### src/rtl/pipe_ctrl_pkg.sv
// pipe_ctrl_pkg: opcodes, controller states and memory timeout shared by the CPU control logic
package pipe_ctrl_pkg;
  localparam logic [5:0] OP_RTYPE = 6'h00;
  localparam logic [5:0] OP_ADDI  = 6'h08;
  localparam logic [5:0] OP_ORI   = 6'h0d;
  localparam logic [5:0] OP_LW    = 6'h23;
  localparam logic [5:0] OP_SW    = 6'h2b;
  localparam logic [5:0] OP_BEQ   = 6'h04;
  localparam logic [5:0] OP_J     = 6'h02;
  localparam logic [7:0] WAIT_LIMIT = 8'd255;
  typedef enum logic [1:0] {S_RUN = 2'b00, S_MWAIT = 2'b01, S_HALT = 2'b10} state_t;
endpackage

### src/rtl/pipe_ctrl_ins_regs.sv
// ins_regs: decodes an instruction word into its destination and source register fields
module ins_regs
  import pipe_ctrl_pkg::*;
(
  input  logic [31:0] i_ir,
  output logic [4:0]  o_dest,
  output logic        o_dest_valid,
  output logic [4:0]  o_src1,
  output logic        o_src1_valid,
  output logic [4:0]  o_src2,
  output logic        o_src2_valid
);
  logic [5:0] w_op;
  logic       w_nop;
  logic       w_unused;
  assign w_op = i_ir[31:26];
  assign w_nop = i_ir == 32'd0;
  assign w_unused = ^i_ir[10:0];
  assign o_dest = (w_op == OP_RTYPE) ? i_ir[15:11] : i_ir[20:16];
  // r0 is hardwired, so writing it never produces a hazard
  assign o_dest_valid = !w_nop && o_dest != 5'd0 &&
    (w_op == OP_RTYPE || w_op == OP_ADDI || w_op == OP_ORI || w_op == OP_LW);
  assign o_src1 = i_ir[25:21];
  assign o_src1_valid = !w_nop && w_op != OP_J;
  assign o_src2 = i_ir[20:16];
  assign o_src2_valid = !w_nop && (w_op == OP_RTYPE || w_op == OP_SW || w_op == OP_BEQ);
endmodule

### src/rtl/pipe_ctrl.sv
// pipe_ctrl: hazard, branch-flush and memory-wait control for a 5-stage pipeline
module pipe_ctrl
  import pipe_ctrl_pkg::*;
(
  input  logic        clk,
  input  logic        rst,
  input  logic [31:0] id_ir,
  input  logic [31:0] ex_ir,
  input  logic [31:0] mem_ir,
  input  logic        ex_cond,
  input  logic        mem_ack,
  output logic        pc_we,
  output logic        ifid_we,
  output logic        idex_we,
  output logic        exmem_we,
  output logic        memwb_we,
  output logic        ifid_clr,
  output logic        idex_clr,
  output logic        mem_req,
  output logic [1:0]  state,
  output logic [15:0] stall_cnt,
  output logic [15:0] flush_cnt,
  output logic        mem_err
);
  state_t      r_state, w_next;
  logic [7:0]  r_wait;
  logic [7:0]  w_wait_inc;
  logic [15:0] r_stall, r_flush;
  logic        r_err;
  logic [4:0]  w_id_d, w_id_s1, w_id_s2, w_ex_d, w_ex_s1, w_ex_s2, w_mem_d, w_mem_s1, w_mem_s2;
  logic        w_id_dv, w_id_s1v, w_id_s2v, w_ex_dv, w_ex_s1v, w_ex_s2v, w_mem_dv, w_mem_s1v, w_mem_s2v;
  logic        w_taken, w_mem_ls, w_mem_busy, w_raw, w_freeze, w_flush, w_stall, w_unused;
  ins_regs u_id (.i_ir(id_ir), .o_dest(w_id_d), .o_dest_valid(w_id_dv), .o_src1(w_id_s1),
    .o_src1_valid(w_id_s1v), .o_src2(w_id_s2), .o_src2_valid(w_id_s2v));
  ins_regs u_ex (.i_ir(ex_ir), .o_dest(w_ex_d), .o_dest_valid(w_ex_dv), .o_src1(w_ex_s1),
    .o_src1_valid(w_ex_s1v), .o_src2(w_ex_s2), .o_src2_valid(w_ex_s2v));
  ins_regs u_mem (.i_ir(mem_ir), .o_dest(w_mem_d), .o_dest_valid(w_mem_dv), .o_src1(w_mem_s1),
    .o_src1_valid(w_mem_s1v), .o_src2(w_mem_s2), .o_src2_valid(w_mem_s2v));
  assign w_unused = ^{w_id_d, w_id_dv, w_ex_s1, w_ex_s1v, w_ex_s2, w_ex_s2v,
    w_mem_s1, w_mem_s1v, w_mem_s2, w_mem_s2v};
  assign w_taken = ex_ir[31:26] == OP_J || (ex_ir[31:26] == OP_BEQ && ex_cond);
  assign w_mem_ls = mem_ir[31:26] == OP_LW || mem_ir[31:26] == OP_SW;
  assign w_mem_busy = w_mem_ls && !mem_ack;
  assign w_wait_inc = r_wait + 8'd1;
  // WB-stage writers are ignored: the register file writes before it is read
  assign w_raw =
    (w_id_s1v && ((w_ex_dv && w_id_s1 == w_ex_d) || (w_mem_dv && w_id_s1 == w_mem_d))) ||
    (w_id_s2v && ((w_ex_dv && w_id_s2 == w_ex_d) || (w_mem_dv && w_id_s2 == w_mem_d)));
  // next state: a pending memory access parks the pipe in MWAIT until ack or timeout
  always_comb begin
    w_next = r_state;
    if (r_state == S_RUN) w_next = w_mem_busy ? S_MWAIT : S_RUN;
    else if (r_state == S_MWAIT) w_next = mem_ack ? S_RUN : (w_wait_inc == WAIT_LIMIT ? S_HALT : S_MWAIT);
  end
  // stage enables: freeze beats flush beats stall; a branch flush swallows the ID hazard
  always_comb begin
    w_freeze = r_state == S_HALT || w_mem_busy;
    w_flush = !w_freeze && w_taken;
    w_stall = !w_freeze && !w_taken && w_raw;
    pc_we = !w_freeze && !w_stall;
    ifid_we = !w_freeze && !w_stall;
    idex_we = !w_freeze;
    exmem_we = !w_freeze;
    memwb_we = !w_freeze;
    ifid_clr = w_flush;
    idex_clr = w_flush || w_stall;
    mem_req = w_mem_ls && r_state != S_HALT;
  end
  // state register on the stage-latching (falling) edge
  always_ff @(negedge clk or posedge rst)
    if (rst) r_state <= S_RUN;
    else r_state <= w_next;
  // wait timer, sticky timeout flag and saturating event counters
  always_ff @(negedge clk or posedge rst)
    if (rst) begin
      r_wait <= '0;
      r_err <= 1'b0;
      r_stall <= '0;
      r_flush <= '0;
    end else begin
      r_wait <= r_state == S_RUN ? 8'd0 : (r_state == S_MWAIT ? w_wait_inc : r_wait);
      if (r_state == S_MWAIT && w_next == S_HALT) r_err <= 1'b1;
      if (w_stall && r_stall != 16'hFFFF) r_stall <= r_stall + 16'd1;
      if (w_flush && r_flush != 16'hFFFF) r_flush <= r_flush + 16'd1;
    end
  assign state = r_state;
  assign stall_cnt = r_stall;
  assign flush_cnt = r_flush;
  assign mem_err = r_err;
endmodule

### config.mk
export PLATFORM = sky130hd
export DESIGN_NAME = pipe_ctrl
export DESIGN_NICKNAME = d
export VERILOG_FILES = /design/src/rtl/pipe_ctrl_pkg.sv /design/src/rtl/pipe_ctrl_ins_regs.sv /design/src/rtl/pipe_ctrl.sv
export SDC_FILE = /design/constraint.sdc
export NUM_CORES = 1
export LEC_CHECK = 0
export CAP_MARGIN = 40
export CORE_MARGIN = 2
export CORE_UTILIZATION = 30
export CTS_CLUSTER_DIAMETER = 200
export DETAILED_ROUTE_END_ITERATION = 12
export DONT_BUFFER_PORTS = 1
export SKIP_LAST_GASP = 1
export SYNTH_ARGS = -nofsm -noshare
export SYNTH_HDL_FRONTEND = slang
export SYNTH_SLANG_ARGS = --single-unit
### constraint.sdc
create_clock -name clk -period 3.1 [get_ports clk]
set_input_delay 0.62 -clock clk [delete_from_list [all_inputs] [get_ports clk]]
set_output_delay 0.62 -clock clk [all_outputs]
set_load 0.02 [all_outputs]
==> run_results.csv, run 1 <==
group,metric,value,unit
power_and_ir_drop,p_leak,1.69,nW
sta,finalHoldViolCount,0,
critical_path,arrival,2.74,ns
route,antenna_left,0,
global_routing,antenna_found_initial,0,
floorplanning,die_w,105,microns
outcome,violations,"negative setup slack",
place,place.gp.congestion,0.886,
power_and_ir_drop,p_per_area,298,nW/um^2
final_layout,final_util,40.4,%
synth,yosysWarningCount,0,
critical_path,crit_type,"in2reg",
synth,synth_edf_count,0,
critical_path,startpoint_type,"input port",
synth,synth-async-reset-ratio,100,%
clock_network,cts_hold_buf,0,
sta,relSlewSlack,62.2,%
synth,netlist.area_leader.share,35.5,%
synth,synthFlopType,"dfrtn_1",
clock_network,clock_sinks,43,
synth,synth_cells,355,
worst_hold_path,hp-class,"reg2reg",
floorplanning,die_y,105,microns
global_routing,grt_pass1_wl,14100,microns
route,firstDrtPassIters,4,
global_routing,grt_util_all_layers,15.6,%
route,via_count,2864,
clock_network,clk_path_buf_depth,2,
floorplanning,die_area,10900,sq um
floorplanning,floorplan.initialDensity,31.0,%
floorplanning,core-area,9770,sq um
clock_network,cts_root_buf,"clkbuf_8",
critical_path,crit_required,1.70,ns
sta,hold_ws,0.451,ns
clock_network,htree_levels,2,
synth,synth_nets,459,
synth,syn_area_per_cell,8.55,sq um
global_routing,grt_pass1_vias,2931,
floorplanning,rows,36,
route,drc,0,
synth,ys_top_cells_by_count,"dfrtn_1 (43), nand2_1 (32), nor2_1 (30)",
sta,skew,0.00521,ns
route,avgViaCountPerCell,5.42,
synth,seq_area_frac_synth,35.5,%
clock_network,clkTransAtPathRegs,0.06,ns
final_layout,area_growth,30.1,%
route,drt-initial-drc-count,127,
synth,synth_seq_cells,43,
route,wl_per_cell,16.1,microns
synth,yosys.area.top_type,"dfrtn_1",
critical_path,endpoint_kind,"register",
clock_network,cts-buffers-inserted,5,
final_layout,fin_nets,498,
route,wirelength,8490,microns
synth,yosysMostFrequentCell,"dfrtn_1",
clock_network,cts_tree,"yes",
job,cap_violations,0,
synth,synthTopCellsByArea,"dfrtn_1 (35%), xnor2_1 (6.4%), xor2_1 (5.5%)",
sta,worst_pin_slew,0.565,ns
sta,fin_tns_setup,-30.50,ns
floorplanning,ioPinCount,143,
outcome,status,"finished with violations",
place,hpwl,6530,microns
final_layout,diodes,0,
sta,setup_viol,41,
synth,synth_cell_type_count,56,
critical_path,crit_fanout,6,
global_routing,grt_max_degree,28,
place,port_buffers,0,
final_layout,drive_gt1_share,29.4,%
clock_network,clock_latency,0.30,ns
global_routing,grt.overflow.total,0,
power_and_ir_drop,max-vdd-ir-drop,0.000159,V
sta,final.setup.worst_slack,-1.05,ns
synth,synth_area,3030,sq um
sta,rsz0062_at_grt,"yes",
sta,slew_violations,0,
power by group:
group / internal [mW] / switching, mW / leakage [nW]
Clock: 0.161 / 0.209 / 0.0408
Sequential: 0.585 / 0.0621 / 0.571
Combinational: 0.0841 / 0.0737 / 1.08
metrics by stage:
step	std cells	worst slack (ns)	area, sq um	total power, mW
after global placement	508	-1.33	3470	0.789
after floorplan	355	-1.17	3140	0.755
after detailed placement	508	-1.34	3470	0.795
final	528	-1.05	3950	1.17
after global routing	528	-1.12	3950	1.23
after CTS	521	-1.02	3710	1.18
registers in the layout, summed over array words and instances (netlist names):
| signal | cells |
|---|---|
| r_wait | 8 |
| mem_err | 1 |
| stall_cnt | 16 |
| flush_cnt | 16 |
| state | 2 |
layout by cell type, fill, tap and decap left out, types with 8 or more instances in the layout:
master,count
buf_6,11
buf_4,28
nor2_2,9
o22ai_1,8
or2_2,8
dfrtn_1,43
nor4_1,9
inv_1,16
nor3_1,8
a21o_1,8
nor2_1,16
a21oi_1,9
o21ai_0,11
nand2_1,29
xnor2_1,21
xor2_1,19
nand3_1,20
nand4_1,15
layout make-up:
class / count / area, sq um
inverter: 19 / 78.8
timing repair buffer: 42 / 389
multi-input combinational: 283 / 2140
fill: 979 / 5830
clock inverter: 3 / 23.8
tap: 133 / 166
sequential: 43 / 1080
clock buffer: 5 / 68.8
final timing paths:
path,startpoint,to,slack [ns],cells after the start
max reg2reg,stall_cnt[3],stall_cnt[5],0,10
min in group asynchronous,rst,flush_cnt[14],1.65,2
max,ex_ir[30],stall_cnt[14],-1.05,9
max in group asynchronous,rst,stall_cnt[3],1.08,2
min,r_wait[4],r_wait[4],0.45,1
min reg2reg,r_wait[4],r_wait[4],0.45,1
cell families (layout without fill, tap and decap cells):
family | count (synthesis) | count (layout) | share of synthesized area [%]
simple gates | 161 | 161 | 28.5
buf+inv | 29 | 69 | 4.25
xor+xnor | 41 | 41 | 11.8
fa+ha+maj | 4 | 4 | 1.65
compound gates | 70 | 70 | 15.9
mux | 7 | 7 | 2.47
flops | 43 | 43 | 35.5
worst max-delay path, stage by stage:
cell and delay [ns]:
or4_4 0.58, o21ai_4 0.15, and2_4 0.15, xnor2_1 0.06, o32a_1 0.41, nor2_2 0.17, nor2_2 0.07, or4_1 0.41
o21a_1 0.12
per-layer routing:
layer,global-route usage (%),wire length (microns)
met1,18.6,3400
met2,26.6,4280
met3,5.93,725
met4,3.28,80
met5,0,0
what timing repair did:
action                     in CTS  in global routing
gates resized for setup        25                 45
setup endpoints to repair      41                 47
hold endpoints to repair        0                  0
buffers inserted                5                  7
pin swaps                       9                 19
Note: power is estimated with default switching activity, not from simulation.
==> run 2, diff against run 1 <==
--- a/config.mk
+++ b/config.mk
@@ -7,7 +7,7 @@
 export LEC_CHECK = 0
 export CAP_MARGIN = 40
 export CORE_MARGIN = 2
-export CORE_UTILIZATION = 30
+export CORE_UTILIZATION = 43
 export CTS_CLUSTER_DIAMETER = 200
 export DETAILED_ROUTE_END_ITERATION = 12
 export DONT_BUFFER_PORTS = 1
==> run 2 against run 1 <==
The run still ends with negative setup slack left. Global-route usage grew 5.2 points. Worst hold slack lost 0.0035 ns. Critical endpoint unchanged. Cell count shrank 6.1%. Critical path depth is the same. Via count shrank 0.31%. Clock skew grew 0.0034 ns. Power grew 5.5%. Die area shrank 29%. Design area grew 0.82%. Flip-flop and latch count is the same. Core utilization grew 18 points.
==> run_results.csv, run 2 (synthesis gave the netlist of run 1 again) <==
group,metric,value,unit
worst_hold_path,hp-class,"reg2reg",
final_layout,instances_no_fill,496,
job,cap_violations,0,
power_and_ir_drop,p_comb_share,12.7,%
critical_path,reg2reg_slack,0.29,ns
sta,finalHoldViolCount,0,
clock_network,htree_levels,2,
place,preCtsSetupSlack,-1.58,ns
outcome,status,"finished with violations",
final_layout,area_growth,31.1,%
power_and_ir_drop,p_total,1.24,mW
power_and_ir_drop,pwr-share-seq,51.8,%
route,via_count,2855,
route,avgViaCountPerCell,5.76,
sta,setup_viol,40,
place,hpwl,6110,microns
place,port_buffers,0,
global_routing,antenna_found_initial,0,
global_routing,grt_pass1_vias,2853,
power_and_ir_drop,max-vdd-ir-drop,0.000219,V
clock_network,clock_latency,0.30,ns
critical_path,startpoint_type,"input port",
critical_path,path_cells,"or4_4 > o21ai_2 > and2_4 > xnor2_1 > o32a_1 > nor2_4 > nor2_4 > or4_1 > o21a_1",
critical_path,r2r-end,"stall_cnt[8]",
global_routing,grt_util_all_layers,20.8,%
floorplanning,die_w,88,microns
final_layout,multi_input_area,2140,sq um
clock_network,clock_sinks,43,
final_layout,fin_nets,503,
route,wl_per_cell,16.3,microns
worst_hold_path,hold_end,"r_wait[4]",
final_layout,final-seq-area,1080,sq um
critical_path,crit_required,1.70,ns
floorplanning,core-area,6790,sq um
power_and_ir_drop,p_per_area,312,nW/um^2
route,wirelength,8070,microns
sta,fin_tns_setup,-31.17,ns
clock_network,cts_hold_buf,0,
power_and_ir_drop,power_frac_clock,35.5,%
final_layout,drive_gt1_share,30.5,%
critical_path,crit_fanout,6,
final_layout,layout_common_cells,"dfrtn_1 (43), nand2_1 (29), buf_4 (29)",
clock_network,cts-buffers-inserted,5,
route,firstDrtPassIters,4,
place,placed_cells,472,
clock_network,clkTransAtPathRegs,0.06,ns
critical_path,endpoint_kind,"register",
route,drt-initial-drc-count,68,
sta,rsz0062_at_grt,"yes",
power_and_ir_drop,p_int,0.909,mW
sta,worst_pin_slew,0.515,ns
power_and_ir_drop,p_sw_share,26.6,%
floorplanning,ioPinCount,143,
power_and_ir_drop,switching_power,0.330,mW
sta,relSlewSlack,65.5,%
route,drc,0,
sta,skew,0.00858,ns
critical_path,crit_type,"in2reg",
place,place.gp.congestion,0.881,
power_and_ir_drop,p_leak,1.68,nW
worst_hold_path,holdPathStages,1,
clock_network,cts_root_buf,"clkbuf_8",
floorplanning,rows,30,
sta,slew_violations,0,
critical_path,crit_top_cell,"nor2_4",
critical_path,critPathMaxStageDelay,0.58,ns
sta,final.setup.worst_slack,-1.06,ns
floorplanning,floorplan.initialDensity,44.7,%
clock_network,clk_path_buf_depth,2,
clock_network,cts_tree,"yes",
global_routing,grt_max_degree,39,
critical_path,crit_family,"simple AND/OR/NAND/NOR gates",
critical_path,reg2regPathDepth,10,
sta,hold_ws,0.448,ns
critical_path,r2r-start,"stall_cnt[3]",
floorplanning,die_y,88,microns
critical_path,worst-path-buf-inv,0,
floorplanning,die_area,7740,sq um
critical_path,arrival,2.76,ns
outcome,violations,"negative setup slack",
final_layout,diodes,0,
global_routing,grt.overflow.total,0,
final_layout,mostFrequentLayoutCell,"dfrtn_1",
final_layout,fillers,613,
route,antenna_left,0,
worst_hold_path,min_from,"r_wait[4]",
critical_path,cp_slowest_cell,"or4_4",
global_routing,grt_pass1_wl,12800,microns
-- run 2: cell count changes in the layout (fill, tap and decap cells not counted), moves of 2 or more --
cell        previous run  this run
a2111oi_2              0         2
clkinvlp_4             2         0
nor3_2                 2         7
nor3_4                 6         2
-- run 2: stage by stage --
step           util, %  instance area (sq um)
2_1_floorplan        -                   3140
3_3_place_gp      50.7                   3440
3_5_place_dp      50.7                   3440
4_1_cts           55.1                   3740
5_1_grt           58.6                   3980
6_report          58.6                   3980
-- run 2: worst max-delay path by stage --
stage / slack [ns] / start / cells after the start / endpoint
5_1_grt: -1.14 / ex_ir[30] / 9 / stall_cnt[11]
6_report: -1.06 / ex_ir[30] / 9 / stall_cnt[14]
4_1_cts: -1.03 / ex_ir[26] / 10 / stall_cnt[11]
3_3_place_gp: -1.56 / id_ir[26] / 8 / stall_cnt[1]
2_1_floorplan: -1.17 / ex_ir[26] / 9 / stall_cnt[14]
3_5_place_dp: -1.58 / id_ir[26] / 8 / stall_cnt[1]
-- run 2: final cells by class --
cell class                      instances  share of cell area [%]
Timing Repair Buffer                   46                    11.4
Clock buffer                            5                    1.73
Clock inverter                          3                    1.10
Tap cell                               96                    3.02
Sequential cell                        43                    27.0
Multi-Input combinational cell        284                    53.7
Inverter                               19                    1.98
-- run 2: power groups by stage --
stage                     Clock, mW  Sequential [mW]  Combinational, mW
after detailed placement          0            0.652              0.142
final                         0.440            0.642              0.157
after global placement            0            0.652              0.138
after floorplan                   0            0.646              0.110
after CTS                     0.457            0.642              0.150
after global routing          0.477            0.648              0.179
-- run 2: layer usage --
layer,wire length [microns],up-vias,global-route usage [%]
met1,3340,1366,24.5
li1,-,1376,-
met2,4100,98,36.4
met3,512,15,6.79
met4,112,0,5.17
met5,0,-,0
-- run 2: timing repair --
action	4_1_cts	5_1_grt
pin swaps	12	22
resized for setup	33	35
cloned	1	1
buffers inserted	6	11
endpoints found under the setup margin	41	48
-- run 2: worst register-to-register path, stage by stage (launching register included) --
cell,delay (ns)
dfrtn_1,0.59
nand3_1,0.24
nor2_1,0.23
nand4_1,0.14
or2_2,0.38
nor2_1,0.35
a211oi_4,0.08
buf_4,0.17
nor2_4,0.24
nor3_2,0.08
xor2_1,0.14
==> run 3, diff against run 2 <==
--- a/config.mk
+++ b/config.mk
@@ -8,6 +8,7 @@
 export CAP_MARGIN = 40
 export CORE_MARGIN = 2
 export CORE_UTILIZATION = 43
+export CTS_BUF_LIST = sky130_fd_sc_hd__clkbuf_8
 export CTS_CLUSTER_DIAMETER = 200
 export DETAILED_ROUTE_END_ITERATION = 12
 export DONT_BUFFER_PORTS = 1
==> results of run 3 <==
Same layout as run 2: the final DEF is identical, and so are final timing and power.
